`src/rtl/bram_portb_arbiter.sv`:
```
// BRAM port-B arbiter: VGA fetch has priority; IO gets a forced grant after MAX_WAIT
// waiting cycles when BRAM_ARB_STARVE_GUARD_EN is defined (otherwise strict VGA priority).
module bram_portb_arbiter #(
   parameter int ADDR_W   = 16,
   parameter int DATA_W   = 16,
   parameter int MAX_WAIT = 4
) (
   input  logic              clk,
   input  logic              rst,
   input  logic              vga_req,
   input  logic [ADDR_W-1:0] vga_addr,
   output logic              vga_gnt,
   output logic              vga_rvalid,
   output logic [DATA_W-1:0] vga_rdata,
   input  logic              io_req,
   input  logic              io_we,
   input  logic [ADDR_W-1:0] io_addr,
   input  logic [DATA_W-1:0] io_wdata,
   output logic              io_gnt,
   output logic              io_rvalid,
   output logic [DATA_W-1:0] io_rdata,
   output logic [ADDR_W-1:0] addr_b,
   output logic [DATA_W-1:0] data_b,
   output logic              we_b,
   input  logic [DATA_W-1:0] q_b
);
   typedef enum logic [1:0] {S_IDLE, S_VGA, S_IO, S_FORCE} state_t;
   typedef enum logic [1:0] {OWN_NONE, OWN_VGA, OWN_IO} owner_t;

   localparam logic [3:0] WAIT_MAX = 4'(MAX_WAIT);

   state_t            state_q, state_d;
   owner_t            rd_owner_q, rd_owner_d;
   logic [3:0]        wait_cnt_q, wait_cnt_d;
   logic [DATA_W-1:0] vga_rdata_q, io_rdata_q;
   logic              force_io;

`ifdef BRAM_ARB_STARVE_GUARD_EN
   // wait_cnt_q equals the number of cycles IO has already been refused
   assign force_io = io_req && (state_q == S_VGA) && (wait_cnt_q == WAIT_MAX);
`else
   assign force_io = 1'b0;
`endif

   always_ff @(posedge clk) begin
      if (rst) begin
         state_q     <= S_IDLE;
         rd_owner_q  <= OWN_NONE;
         wait_cnt_q  <= '0;
         vga_rdata_q <= '0;
         io_rdata_q  <= '0;
      end else begin
         state_q     <= state_d;
         rd_owner_q  <= rd_owner_d;
         wait_cnt_q  <= wait_cnt_d;
         vga_rdata_q <= vga_rdata;
         io_rdata_q  <= io_rdata;
      end
   end

   // state_d is also the grant decision for the current cycle
   always_comb begin
      state_d = S_IDLE;
      if (rst)
         state_d = S_IDLE;
      else if (force_io)
         state_d = S_FORCE;
      else if (vga_req)
         state_d = S_VGA;
      else if (io_req)
         state_d = S_IO;
   end

   always_comb begin
      vga_gnt = (state_d == S_VGA);
      io_gnt  = (state_d == S_IO) || (state_d == S_FORCE);
      we_b    = io_gnt & io_we;
      data_b  = io_wdata;
      addr_b  = '0;
      if (vga_gnt)
         addr_b = vga_addr;
      else if (io_gnt)
         addr_b = io_addr;
   end

   always_comb begin
      rd_owner_d = OWN_NONE;
      if (vga_gnt)
         rd_owner_d = OWN_VGA;
      else if (io_gnt && !io_we)
         rd_owner_d = OWN_IO;

      wait_cnt_d = wait_cnt_q;
      if (!io_req || io_gnt)
         wait_cnt_d = '0;
      else if (wait_cnt_q != WAIT_MAX)
         wait_cnt_d = wait_cnt_q + 4'd1;

      // q_b is forwarded in the return cycle and captured so it holds afterwards
      vga_rvalid = !rst && (rd_owner_q == OWN_VGA);
      io_rvalid  = !rst && (rd_owner_q == OWN_IO);
      vga_rdata  = vga_rvalid ? q_b : vga_rdata_q;
      io_rdata   = io_rvalid ? q_b : io_rdata_q;
   end
endmodule

```
`config.mk`:
```
export PLATFORM = sky130hd
export DESIGN_NAME = bram_portb_arbiter
export DESIGN_NICKNAME = d
export VERILOG_FILES = /design/src/rtl/bram_portb_arbiter.sv
export SDC_FILE = /design/constraint.sdc
export NUM_CORES = 1
export LEC_CHECK = 0
export CAP_MARGIN = 15
export CORE_ASPECT_RATIO = 0.75
export CORE_MARGIN = 5
export CORE_UTILIZATION = 30
export CTS_BUF_LIST = sky130_fd_sc_hd__clkbuf_8
export CTS_CLUSTER_SIZE = 40
export DETAILED_ROUTE_END_ITERATION = 12
export PLACE_DENSITY = 0.74
export SYNTH_ARGS = -nofsm -noshare
export SYNTH_HDL_FRONTEND = slang
export SYNTH_SLANG_ARGS = --single-unit
```
`constraint.sdc`:
```
create_clock -name clk -period 1.5 [get_ports clk]
set_input_delay 0.225 -clock clk [delete_from_list [all_inputs] [get_ports clk]]
set_output_delay 0.225 -clock clk [all_outputs]
set_load 0.01 [all_outputs]
```
---- After elaboration in Yosys (flattened, before gate mapping) ----
Cells that the tools add are included.
operators by class
  equal/unequal tests ..................... 5
  muxes and demuxes ....................... 9
  bitwise logic cells ..................... 1
  reduce and logical (&&, ||, !) cells .... 7
operators with widths
  kind                number
  $mux 16             4
  $mux 2              4
  $eq 2x2->1 const B  3
  $eq 2x1->1 const B  2
  $logic_and 1x1->1   3
  $logic_not 1->1     2
  $reduce_or 2->1     1
  $and 1x1->1         1
  $logic_or 1x1->1    1
  $mux 1              1
word-level totals
  flip-flop bits (word level) ............. 34
  bits of input ports ..................... 69
  output and inout port bits .............. 69
  logic and storage cells ................. 26

---- Depth between registers and ports, before layout ----
  word-level depth ........................ 8
  mapped depth ............................ 5
  depth with buffers taken out ............ 3

---- Least setup slack after synthesis ----
No wires, ideal clock.
  path type ............................... reg-to-output
  start point ............................. reg rd_owner_q[0]
  end point ............................... out io_rdata[10]
  arrival ................................. 1.191 ns
  required time ........................... 1.275 ns
  slack ................................... 0.084 ns
  stages on the path, launching flop included .. 6
  path buffers ............................ 2
  path through ............................ dfxtp_1 > nand2b_1 > buf_6 > nor2_8 > buf_12 > mux2_4
between the ends
  longest elaborated chain between the ends .. 3
ends and longest elaborated chain
  what                    line  source
  start, declared         33    owner_t rd_owner_q, rd_owner_d;
  start signal, assigned  54    rd_owner_q <= rd_owner_d;
  $eq 2x2->1              101   io_rvalid = !rst && (rd_owner_q == OWN_IO);
  $logic_and 1x1->1       101
  named net io_rvalid     20    output logic io_rvalid,
  $mux 16                 103   io_rdata = io_rvalid ? q_b : io_rdata_q;
  end, declared           21    output logic [DATA_W-1:0] io_rdata,
The timed path passes the listed nets, and every way through them passes these cells.

---- Worst setup path in the final report ----
  start point ............................. reg rd_owner_q[1]
  end point ............................... out vga_rdata[10]
between the ends
  longest elaborated chain between the ends .. 3
ends and longest elaborated chain
  what               line  source
  $eq 2x1->1         100   vga_rvalid = !rst && (rd_owner_q == OWN_VGA);
  $logic_and 1x1->1  100
  $mux 16            102   vga_rdata = vga_rvalid ? q_b : vga_rdata_q;
  end, declared      14    output logic [DATA_W-1:0] vga_rdata,
No other way between the ends.

==> results.py <==
metrics = {
    "timing": {
        "fin_crit_ns": 1.76,
        "setup_viol": 32,
        "hold_viol_final": 0,
        "fin_skew_ns": 0.00907,
        "finalMaxSlewViolations": 0,
        "hold-worst-slack_ns": 0.448,
        "rsz0062_at_grt": "true",
        "worst_pin_slew_ns": 0.332,
        "timing.fmax_ghz": 0.568,
        "relSlewSlack": 0.779,
        "finalCritPeriodShare": 1.17,
        "fin_ws_ns": -0.262,
    },
    "final_layout": {
        "area_delta_synth_final_pct": 64.7,
        "drive_gt1_frac": 0.338,
        "antenna_cells": 0,
        "finalNetCount": 429,
        "final_util": 0.511,
        "fin_cells": 459,
        "n_fill_cell": 629,
    },
    "critical_path": {
        "ff2ff_path_depth": 5,
        "worstSetupPathType": "flip-flop to primary output",
        "endpoint_kind": "primary output",
        "r2r_slack_ns": 0.29,
        "crit_path_start_kind": "flip-flop",
        "r2r_start": "rd_owner_q[0]",
        "crit_arrival_ns": 1.54,
        "required_ns": 1.27,
        "r2r-end": "vga_rdata_q[9]",
        "crit_fanout": 7,
    },
    "global_routing": {
        "grt_max_degree": 23,
        "antenna_found_initial": 0,
        "grt_pass1_vias": 2150,
        "grt_pass1_wl_mm": 10.4,
        "grt_usage": 0.140,
        "grt_overflow": 0,
    },
    "logic_synthesis": {
        "synth_edf_count": 0,
        "syn_area_per_cell_um2": 8.25,
        "synthFlopType": "dfxtp_1",
        "synthArstFlopShare": 0,
        "synth_fp_nets": 327,
        "ys_types": 19,
        "yosysMostFrequentCell": "nand2_1",
        "yosysWarnings": 0,
        "synth_top_area_cell": "dfxtp_1",
        "yosysTopAreaCellShare": 0.320,
        "yosys_register_bits": 34,
        "seq_area_frac_synth": 0.320,
        "syn_inst": 258,
        "synth_area_leaders": "dfxtp_1, nand2_1, mux2_4, a21oi_1, mux2_2",
        "syn_area_um2": 2130,
        "yosys-top-cells-count": "nand2_1, a21oi_1, dfxtp_1, mux2_4, buf_4",
    },
    "power": {
        "seqPwrFrac": 0.417,
        "p_switching_mw": 0.591,
        "power.internal_mw": 1.68,
        "clkPwrFrac": 0.305,
        "p_comb_frac": 0.277,
        "ir_drop_mv": 0.534,
        "leakagePower_nw": 1.46,
        "swShare": 0.260,
        "powerDensity_nw_per_um2": 648,
    },
    "drt": {
        "ant_nets": 0,
        "vias_per_cell": 4.52,
        "drc": 0,
        "wl_per_cell_um": 14.0,
        "initialDrtViolationCount": 61,
        "first_pass_iters": 4,
        "vias": 2075,
        "wirelength_mm": 6.43,
    },
    "clock_tree": {
        "root_buffer": "clkbuf_8",
        "clock_sinks": 34,
        "clkTransAtPathRegs_ns": 0.06,
        "hold_buffers": 0,
        "cts_buffers": 5,
        "clk_latency_ns": 0.28,
        "cts_tree": "yes",
        "cts_buffer_depth": 2,
        "htree_levels": 2,
    },
    "hold_path": {
        "hold_start": "vga_req",
        "min_path_type": "input port to flip-flop",
        "worst_hold_path.endpoint": "rd_owner_q[1]",
        "holdPathStages": 4,
    },
    "run_status": {
        "violations": "negative setup slack",
        "outcome": "finished, violations left",
    },
    "floorplanning": {
        "initial_core_util": 0.310,
        "die-area_um2": 8900,
        "die_h_um": 82.9,
        "die_w_um": 107,
        "core_um2": 6860,
        "pin_count": 138,
        "core.rowCount": 26,
    },
    "placed_design": {
        "place_congestion": 0.711,
        "dpl.hpwl_mm": 4.73,
        "dp_cells": 449,
        "io_buffer_count": 105,
    },
    "run": {
        "drv_cap": 0,
    },
}
## power by group through the flow
stage	Combinational [mW]	Sequential [mW]	Clock, mW
2_1_floorplan	0.292	0.964	0
3_3_place_gp	0.598	0.967	0
3_5_place_dp	0.608	0.970	0
4_1_cts	0.644	0.949	0.713
5_1_grt	0.675	0.951	0.760
6_report	0.630	0.948	0.694
## routing by layer
layer	wire (um)	part of all wire	GRT usage
met1	2730	0.42	0.168
met2	3110	0.48	0.232
met3	536	0.083	0.0566
met4	57	0.0089	0.0360
met5	0	0	0
## registers in the layout, indices dropped and copies added (netlist names)
signal,flops
io_rdata_q,16
rd_owner_q,2
vga_rdata_q,16
## how the worst max path moves through the flow
| stage | startpoint | end | slack, ns | cells after the start |
|---|---|---|---|---|
| after floorplan | rd_owner_q[0] | io_rdata[10] | 0.08 | 5 |
| after global placement | vga_req | we_b | -0.54 | 5 |
| after detailed placement | vga_req | we_b | -0.59 | 5 |
| after CTS | rd_owner_q[1] | vga_rdata[12] | -0.31 | 5 |
| after global routing | rd_owner_q[1] | vga_rdata[11] | -0.32 | 5 |
| final | rd_owner_q[1] | vga_rdata[10] | -0.26 | 5 |
## through the flow
| step | TNS [ns] | power, mW | area [um^2] | worst slack (ns) |
|---|---|---|---|---|
| after floorplan | 0 | 1.26 | 2130 | 0.0842 |
| after global placement | -19.42 | 1.56 | 3290 | -0.545 |
| after detailed placement | -20.45 | 1.58 | 3290 | -0.590 |
| after CTS | -8.57 | 2.31 | 3550 | -0.312 |
| after global routing | -9.13 | 2.39 | 3500 | -0.319 |
| final | -7.41 | 2.27 | 3500 | -0.262 |
## cell type report
cell class              instances  area, um^2  area share
clock buffers                   6        82.6      0.0236
well taps                      98         123      0.0350
clock inverters                 2        12.5     0.00357
repair buffers                132        1330       0.380
multi-input cells             187        1270       0.362
flip-flops and latches         34         688       0.196
## cells in the final DEF (no fill, tap or decap), drive strengths merged, types with 2 or more instances in the layout
cell and instances:
a21oi 48, and2b 2, buf 59, clkbuf 19
clkdlybuf4s15 2, clkdlybuf4s50 49, dfxtp 34, dlygate4sd2 8
mux2 32, nand2 80, nand2b 2, nand3b 16
nor2 2, nor2b 3
## cell families (layout without fill, tap and decap cells)
family          count (synthesis)  in the layout  synth area share
simple gates                  107            107             0.245
compound gates                 48             48             0.113
buf+inv                        37            140             0.122
flops                          34             34             0.320
mux                            32             32             0.201
## repair_timing
item                                    4_1_cts  5_1_grt
setup buffers                                 0        0
gates resized for setup                     221       23
gates cloned                                  2        0
endpoints found under the setup margin       53       54
pin swaps                                     2        2
## worst max-delay path, cell delays in order (launching register included)
cell and delay [ns]:
dfxtp_4 0.36, nand2b_4 0.16, nor2_8 0.14, clkbuf_16 0.18, mux2_4 0.30, buf_6 0.12
Note: power is estimated with default switching activity, not from simulation.
